**src/rtl/icu_sequencer_if.sv**
```systemverilog
`default_nettype none
// ============================================================================
// Module   : icu_sequencer_if
// Purpose  : Sequencer bundle: program-memory fetch handshake, run enable,
//            and the opcode/operand/valid/halt outputs to the control unit.
// Revision : 1.0 - initial release
// ============================================================================
interface icu_sequencer_if #(
    parameter int PC_W = 8
);
    logic            run;
    logic [PC_W-1:0] mem_addr;
    logic            mem_req;
    logic [7:0]      mem_data;
    logic            mem_ready;
    logic [3:0]      I;
    logic [3:0]      io_addr;
    logic            inst_valid;
    logic            halt;

    // Sequencer side
    modport master (
        input  run, mem_data, mem_ready,
        output mem_addr, mem_req, I, io_addr, inst_valid, halt
    );

    // Memory / control-unit / environment side
    modport slave (
        output run, mem_data, mem_ready,
        input  mem_addr, mem_req, I, io_addr, inst_valid, halt
    );
endinterface
`default_nettype wire

```
**src/rtl/icu_sequencer.sv**
```systemverilog
`default_nettype none
// ============================================================================
// Module   : icu_sequencer
// Purpose  : Program sequencer ahead of the control unit. Fetches 8-bit words,
//            forwards opcodes 0x0-0xB, executes JMP/JSR/RTN/HLT locally while
//            presenting NOP (I=0) to the control unit. All outputs registered.
// Revision : 1.0 - initial release
// ============================================================================
module icu_sequencer #(
    parameter int PC_W = 8
) (
    input  wire logic            clk,
    input  wire logic            rst,
    icu_sequencer_if.master      bus
);

    typedef enum logic [2:0] {
        ST_IDLE   = 3'd0,
        ST_FETCH  = 3'd1,
        ST_ISSUE  = 3'd2,
        ST_TFETCH = 3'd3,
        ST_HALT   = 3'd4
    } state_t;

    localparam logic [3:0]      c_op_jmp = 4'hC;
    localparam logic [3:0]      c_op_jsr = 4'hD;
    localparam logic [3:0]      c_op_rtn = 4'hE;
    localparam logic [3:0]      c_op_hlt = 4'hF;
    localparam logic [PC_W-1:0] c_pc_one = {{(PC_W-1){1'b0}}, 1'b1};

    state_t          state_q, state_d;
    logic [PC_W-1:0] pc_q, pc_d;
    logic [PC_W-1:0] ret_q, ret_d;
    logic [3:0]      op_q, op_d;
    logic [PC_W-1:0] mem_addr_q, mem_addr_d;
    logic            mem_req_q, mem_req_d;
    logic [3:0]      i_out_q, i_out_d;
    logic [3:0]      io_addr_q, io_addr_d;
    logic            inst_valid_q, inst_valid_d;
    logic            halt_q, halt_d;

    logic            w_accept;
    assign w_accept = mem_req_q & bus.mem_ready;

    // State and registered outputs; reset clears everything asynchronously
    always_ff @(posedge clk or posedge rst) begin
        if (rst) begin
            state_q      <= ST_IDLE;
            pc_q         <= '0;
            ret_q        <= '0;
            op_q         <= '0;
            mem_addr_q   <= '0;
            mem_req_q    <= 1'b0;
            i_out_q      <= '0;
            io_addr_q    <= '0;
            inst_valid_q <= 1'b0;
            halt_q       <= 1'b0;
        end else begin
            state_q      <= state_d;
            pc_q         <= pc_d;
            ret_q        <= ret_d;
            op_q         <= op_d;
            mem_addr_q   <= mem_addr_d;
            mem_req_q    <= mem_req_d;
            i_out_q      <= i_out_d;
            io_addr_q    <= io_addr_d;
            inst_valid_q <= inst_valid_d;
            halt_q       <= halt_d;
        end
    end

    // Next state; outputs are computed one cycle ahead so they appear
    // registered in the state they belong to
    always_comb begin
        state_d      = state_q;
        pc_d         = pc_q;
        ret_d        = ret_q;
        op_d         = op_q;
        mem_addr_d   = mem_addr_q;
        mem_req_d    = 1'b0;
        i_out_d      = 4'h0;
        io_addr_d    = io_addr_q;
        inst_valid_d = 1'b0;
        halt_d       = halt_q;

        case (state_q)
            ST_IDLE: begin
                if (bus.run) begin
                    state_d    = ST_FETCH;
                    mem_req_d  = 1'b1;
                    mem_addr_d = pc_q;
                end
            end

            ST_FETCH: begin
                // Request and address held until the word is accepted
                mem_req_d = 1'b1;
                if (w_accept) begin
                    mem_req_d = 1'b0;
                    op_d      = bus.mem_data[7:4];
                    pc_d      = pc_q + c_pc_one;
                    state_d   = ST_ISSUE;
                    if (bus.mem_data[7:4] < c_op_jmp) begin
                        i_out_d      = bus.mem_data[7:4];
                        io_addr_d    = bus.mem_data[3:0];
                        inst_valid_d = 1'b1;
                    end
                end
            end

            ST_ISSUE: begin
                if (op_q == c_op_jmp || op_q == c_op_jsr) begin
                    state_d    = ST_TFETCH;
                    mem_req_d  = 1'b1;
                    mem_addr_d = pc_q;
                end else if (op_q == c_op_hlt) begin
                    state_d = ST_HALT;
                    halt_d  = 1'b1;
                end else begin
                    if (op_q == c_op_rtn) begin
                        pc_d = ret_q;
                    end
                    if (bus.run) begin
                        state_d    = ST_FETCH;
                        mem_req_d  = 1'b1;
                        mem_addr_d = pc_d;
                    end else begin
                        state_d = ST_IDLE;
                    end
                end
            end

            ST_TFETCH: begin
                mem_req_d = 1'b1;
                if (w_accept) begin
                    mem_req_d = 1'b0;
                    pc_d      = bus.mem_data[PC_W-1:0];
                    // Return lands on the word after the target word
                    if (op_q == c_op_jsr) begin
                        ret_d = pc_q + c_pc_one;
                    end
                    if (bus.run) begin
                        state_d    = ST_FETCH;
                        mem_req_d  = 1'b1;
                        mem_addr_d = pc_d;
                    end else begin
                        state_d = ST_IDLE;
                    end
                end
            end

            ST_HALT: begin
                halt_d = 1'b1;
            end

            default: begin
                state_d = ST_IDLE;
            end
        endcase
    end

    assign bus.mem_addr   = mem_addr_q;
    assign bus.mem_req    = mem_req_q;
    assign bus.I          = i_out_q;
    assign bus.io_addr    = io_addr_q;
    assign bus.inst_valid = inst_valid_q;
    assign bus.halt       = halt_q;

endmodule
`default_nettype wire

```
**src/flat_wrapper.sv**
```systemverilog
// flat-port wrapper written by rule: the top's interface ports become plain ports
module icu_sequencer_flat 
#(
    parameter int PC_W = 8
)
  (clk, rst, bus_run, bus_mem_data, bus_mem_ready, bus_mem_addr, bus_mem_req, bus_I, bus_io_addr, bus_inst_valid, bus_halt);
  icu_sequencer_if #(.PC_W(PC_W)) bus_i ();
  input  wire logic clk;
  input  wire logic rst;
  input wire logic [$bits(bus_i.run)-1:0] bus_run;
  input wire logic [$bits(bus_i.mem_data)-1:0] bus_mem_data;
  input wire logic [$bits(bus_i.mem_ready)-1:0] bus_mem_ready;
  output wire logic [$bits(bus_i.mem_addr)-1:0] bus_mem_addr;
  output wire logic [$bits(bus_i.mem_req)-1:0] bus_mem_req;
  output wire logic [$bits(bus_i.I)-1:0] bus_I;
  output wire logic [$bits(bus_i.io_addr)-1:0] bus_io_addr;
  output wire logic [$bits(bus_i.inst_valid)-1:0] bus_inst_valid;
  output wire logic [$bits(bus_i.halt)-1:0] bus_halt;
  assign bus_i.run = bus_run;
  assign bus_i.mem_data = bus_mem_data;
  assign bus_i.mem_ready = bus_mem_ready;
  assign bus_mem_addr = bus_i.mem_addr;
  assign bus_mem_req = bus_i.mem_req;
  assign bus_I = bus_i.I;
  assign bus_io_addr = bus_i.io_addr;
  assign bus_inst_valid = bus_i.inst_valid;
  assign bus_halt = bus_i.halt;
  icu_sequencer #(.PC_W(PC_W)) u_core (.clk(clk), .rst(rst), .bus(bus_i));
endmodule
```
**config.mk**
```make
export PLATFORM = sky130hd
export DESIGN_NAME = icu_sequencer_flat
export DESIGN_NICKNAME = d
export VERILOG_FILES = /design/src/rtl/icu_sequencer_if.sv /design/src/rtl/icu_sequencer.sv /design/src/flat_wrapper.sv
export SDC_FILE = /design/constraint.sdc
export NUM_CORES = 1
export LEC_CHECK = 0
export ABC_CLOCK_PERIOD_IN_PS = 2000
export CAP_MARGIN = 5
export CORE_MARGIN = 5
export CORE_UTILIZATION = 49
export DETAILED_ROUTE_END_ITERATION = 12
export MAX_ROUTING_LAYER = met4
export PLACE_DENSITY_LB_ADDON = 0.08
export SLEW_MARGIN = 10
export SYNTH_ARGS = -nofsm -noshare
export SYNTH_HDL_FRONTEND = slang
export SYNTH_SLANG_ARGS = --single-unit
```
**constraint.sdc**
```tcl
create_clock -name clk -period 2 [get_ports clk]
set_clock_uncertainty 0.2 [all_clocks]
set_input_delay 0.2 -clock clk [delete_from_list [all_inputs] [get_ports clk]]
set_output_delay 0.2 -clock clk [all_outputs]
set_load 0.01 [all_outputs]
```
Word-level counts from Yosys, hierarchy flattened

Index checks and enable logic that the tools add are counted.
W data, S select, Z words.

Add/sub/neg operators: 1
Magnitude comparators: 1
Equal/unequal tests: 17
Muxes and demuxes: 35
Bitwise operators: 2
Reductions and logical operators: 12

Operator list:

| operator              | count |
|---|---|
| $mux W8               | 11 |
| $pmux W8 S3           | 2 |
| $eq A4 B4 Y1 const B  | 4 |
| $mux W3               | 5 |
| $pmux W3 S5           | 1 |
| $mux W4               | 3 |
| $mux W1               | 11 |
| $reduce_and A3 Y1     | 3 |
| $add A8 B1 Y8 const B | 1 |
| $ne A2 B2 Y1 const B  | 4 |
| $eq A3 B2 Y1 const B  | 2 |
| $ne A2 B1 Y1 const B  | 3 |
| $ne A3 B2 Y1 const B  | 2 |
| $reduce_and A6 Y1     | 1 |
| $reduce_bool A3 Y1    | 2 |
| $reduce_and A5 Y1     | 1 |
| $lt A4 B4 Y1 const B  | 1 |
| $pmux W1 S4           | 1 |
| $reduce_and A4 Y1     | 1 |
| $eq A3 B1 Y1 const B  | 1 |
| $eq A3 B3 Y1 const B  | 1 |
| $logic_not A3 Y1      | 1 |
| $pmux W1 S2           | 1 |
| $reduce_and A2 Y1     | 1 |
| other kinds (4)       | 4 |

Register bits: 42
Input port bits: 12

Depth between registers and ports, before layout

Depth after elaboration: 6
Mapped depth: 7
Depth with buffers taken out: 6

Worst setup path before layout

Ideal clock, no wire load.

Path type: reg-to-reg
Start: register u_core.state_q[0]
End: register u_core.mem_addr_q[0] (netlist: u_core.bus.mem_addr[0])
Library setup time: 0.125 ns
Arrival: 1.562 ns
Path slack: 0.113 ns
Stages on the path, launching flop included: 7
Cell sequence: dfrtp_1 -> buf_2 -> o311a_1 -> o21ai_0 -> a21o_1 -> buf_4 -> mux2_2

Word-level cells in the longest chain between the ends: 3
Elaborated cells on any way between the ends: 11
Those cells by class: 7 x eq/ne; 1 x mux; 3 x reduce/logical

Ends and longest elaborated chain:

| item                                             | RTL line            | text |
|---|---|---|
| start: declaration                               | icu_sequencer.sv:31 | `state_t state_q, state_d;` |
| start signal: assignment                         | icu_sequencer.sv:59 | `state_q <= state_d;` |
| $eq A3 B2 Y1 or $logic_not A3 Y1 (tied branches) | icu_sequencer.sv:86 | `case (state_q)` |
| $ne A3 B2 Y1 (no line) (tied with other cells)   | -                   |  |
| $reduce_and A6 Y1 (no line)                      | -                   |  |
| end signal: assignment                           | icu_sequencer.sv:63 | `mem_addr_q <= mem_addr_d;` |
| end: declaration                                 | icu_sequencer.sv:35 | `logic [PC_W-1:0] mem_addr_q, mem_addr_d;` |

Parallel ways exist; a longest one is shown, timed or not.
A chain may end at the register's enable or synchronous reset.

Final worst setup path

Start: register u_core.state_q[0]
End: register u_core.mem_addr_q[7] (netlist: u_core.bus.mem_addr[7])

Same word-level chain as after synthesis.

==> results.ini <==
[synth]
synthTopCellsByCount = 42 x dfrtp_1, 25 x nand2_1, 20 x mux2_2
yosysMostFrequentCell = dfrtp_1
synth_cell_type_count = 41
synth_cells = 229
synth_flop_cell = dfrtp_1
synth-edff-count = 0
ys_async_sr_fraction = 1.00
synth-seq-cells = 42
synth_area_leader_cell = dfrtp_1
synth_top_cell_area_share = 0.472
seq_area_frac_synth = 0.472
netlist_area_sq_um = 2230
synth_area_leaders = dfrtp_1 47%, mux2_2 10%, nand2_1 4.2%
syn-mean-instance-area_sq_um = 9.72
synth_nets = 242
yosysWarnings = 0

[routing]
vias_per_cell = 5.54
ant_nets = 0
vias = 1796
drt_iter0_markers = 100
wirelength_mm = 5.00
routedWlPerCell_microns = 15.4
drt-pass1-iter-count = 4
drc_errors = 0

[worst_setup_path]
rr_worst_depth = 5
max_stage_delay_ns = 0.47
reg2reg_slack_ns = 0.07
critPathArrivalTime_ns = 1.91
rr_endpoint = u_core.bus.mem_addr[7]$_DFFE_PP0P_
critPathTopFamily = compound AO/OA/AOI/OAI gates
startpoint_type = flop
crit_slowest_cell = dfrtp_2
cp-end-kind = flop
startpoint = u_core.state_q[0]$_DFFE_PP0P_
path_max_fanout = 8
crit_chain = o311a_1 > o21ai_1 > a21o_1 > buf_12 > mux2_2
crit-reg2reg-launch = u_core.state_q[0]$_DFFE_PP0P_
setup.worst_path.class = reg2reg
required_ns = 1.98
path_buf_inv = 1

[clock_network]
clock_tree.buffer_depth = 2
numCtsBuffers = 5
cts_hold_buffers = 0
clk_pin_slew_worst_paths_ns = 0.08
cts_tree = done
cts.sinks = 42
cts-root-buf = clkbuf_8
insertion_delay_ns = 0.30
htreeDepth = 2

[place]
hpwlAfterDp_mm = 3.51
placedCellCount = 312
routabilityCongestion = 0.832
port_buffers = 30

[die]
core.rowCount = 24
dieArea_sq_um = 5990
die_w_microns = 77.4
coreArea_sq_um = 4380
die_y_microns = 77.4
start_util = 0.508
num_io_pins = 31

[global_routing]
grtUsageMet2 = 0.273
antenna_found_initial = 0
grt_max_degree = 43
grt_overflow = 0
use_met3 = 0.0394
grt_first_pass_wirelength_mm = 8.45
top_usage_layer = met2
grt_use_met1 = 0.245
grt_pass1_vias = 1704
grt_use_total = 0.182

[timing]
tightest_slew_ns = 0.531
hold_slack_ns = 0.126
tns_ns = 0
slew_headroom = 0.646
max_freq_mhz = 518
timing.final.hold_violations = 0
period_share = 0.966
period_needed_ns = 1.93
rsz0062_at_grt = yes
final-setup-viol-count = 0
slew_viol_final = 0

[final_layout]
diodes = 0
fin_util = 0.648
nFillCells = 364
layout-drive-gt1-share = 0.235
synthToLayoutAreaGrowth_pct = 27.6
instances_no_fill = 324
fin_nets = 284

[pwr]
p_int_mw = 2.97
switchingPower_mw = 1.69
power_mw = 4.66
cellLeakagePower_nw = 1.22
ir_worst_vdd_v = 0.000789
power_frac_seq = 0.340
switching_share = 0.362
power_density_nw_per_um2 = 1640
power_frac_clock = 0.177
combPwrFrac = 0.483

[flow_run]
maxCapViolCount = 0

[run_status]
status = finished, final reports clean

[min_path]
worst_hold_path_type = in2async

==> worst reg2reg max path, stage by stage, from the launching register on <==
cell and delay [ns]:
dfrtp_2 0.47, o311a_1 0.38, o21ai_1 0.14, a21o_1 0.17
buf_12 0.13, mux2_2 0.33
==> cells by family (layout without fill, tap and decap cells) <==
group	count (synthesis)	count (layout)	synth area share
compound gates	51	51	0.146
buf+inv	26	69	0.0601
fa+ha+maj	1	1	0.00562
simple gates	83	83	0.192
flops	42	42	0.472
xor+xnor	6	6	0.0236
mux	20	20	0.101
==> worst max path at each step <==
stage          slack, ns  cells after the start                            endpoint
4_1_cts             0.02                      6  u_core.bus.mem_addr[7]$_DFFE_PP0P_
2_1_floorplan       0.11                      6  u_core.bus.mem_addr[0]$_DFFE_PP0P_
6_report            0.07                      5  u_core.bus.mem_addr[7]$_DFFE_PP0P_
3_3_place_gp        -0.1                      5   u_core.bus.io_addr[1]$_DFFE_PP0P_
3_5_place_dp       -0.12                      5   u_core.bus.io_addr[1]$_DFFE_PP0P_
5_1_grt           -0.005                      6  u_core.bus.mem_addr[7]$_DFFE_PP0P_
==> cell usage in the layout, fill, tap and decap left out, types with 3 or more instances in the layout <==
cell type	synthesis	final
o31ai_1	3	3
nand2_1	25	25
o21ai_0	17	16
xor2_1	3	3
xnor2_1	3	3
clkbuf_8	0	6
a31oi_1	6	6
inv_1	8	7
dfrtp_2	0	4
clkdlybuf4s50_1	0	30
or3_1	6	6
mux2_2	20	20
buf_4	4	21
o31a_1	4	4
nand3_1	8	8
dfrtp_1	42	38
nor2_1	11	11
nor3_1	11	11
a21oi_1	8	8
nand2b_1	6	6
==> final cells by class <==
cell class | count | area (sq um) | area share
sequential | 42 | 1060 | 0.372
multi-input combinational | 161 | 1050 | 0.370
timing repair buffer | 53 | 493 | 0.174
clock buffer | 6 | 82.6 | 0.0291
tap | 52 | 65.1 | 0.0229
clock inverter | 2 | 60.1 | 0.0211
inverter | 8 | 33.8 | 0.0119
==> power groups by stage <==
stage	Sequential [mW]	Combinational (mW)	Clock, mW
floorplan	1.52	1.44	0
global placement	1.57	2.13	0
detailed placement	1.57	2.16	0
CTS	1.57	2.19	0.851
global route	1.64	2.47	0.884
finish	1.58	2.25	0.824
==> sequential cells by signal (all words and copies together), names as in the netlist <==
name	count
u_core.bus.inst_valid	1
u_core.bus.mem_addr	8
u_core.state_q	3
u_core.bus.I	4
u_core.op_q	4
u_core.bus.mem_req	1
u_core.bus.halt	1
u_core.pc_q	8
u_core.ret_q	8
u_core.bus.io_addr	4
==> stage by stage <==
stage / cell area [sq um] / worst slack, ns
after global placement: 2640 / -0.0999
final: 2840 / 0.0687
after global routing: 2840 / -0.00500
after floorplan: 2230 / 0.113
after detailed placement: 2640 / -0.123
after CTS: 2800 / 0.0152
==> timing repair <==
item | 4_1_cts | 5_1_grt
gates resized for setup | 4 | 7
buffers inserted | 1 | 3
pin swaps | 1 | 1
endpoints found under the setup margin | 8 | 12
==> metal layers <==
metal / up-vias / share of wire
met3: 6 / 0.053
li1: 889 / -
met5: - / 0
met1: 849 / 0.47
met4: 0 / 0.013
met2: 52 / 0.46
Note: power is estimated with default switching activity, not from simulation.
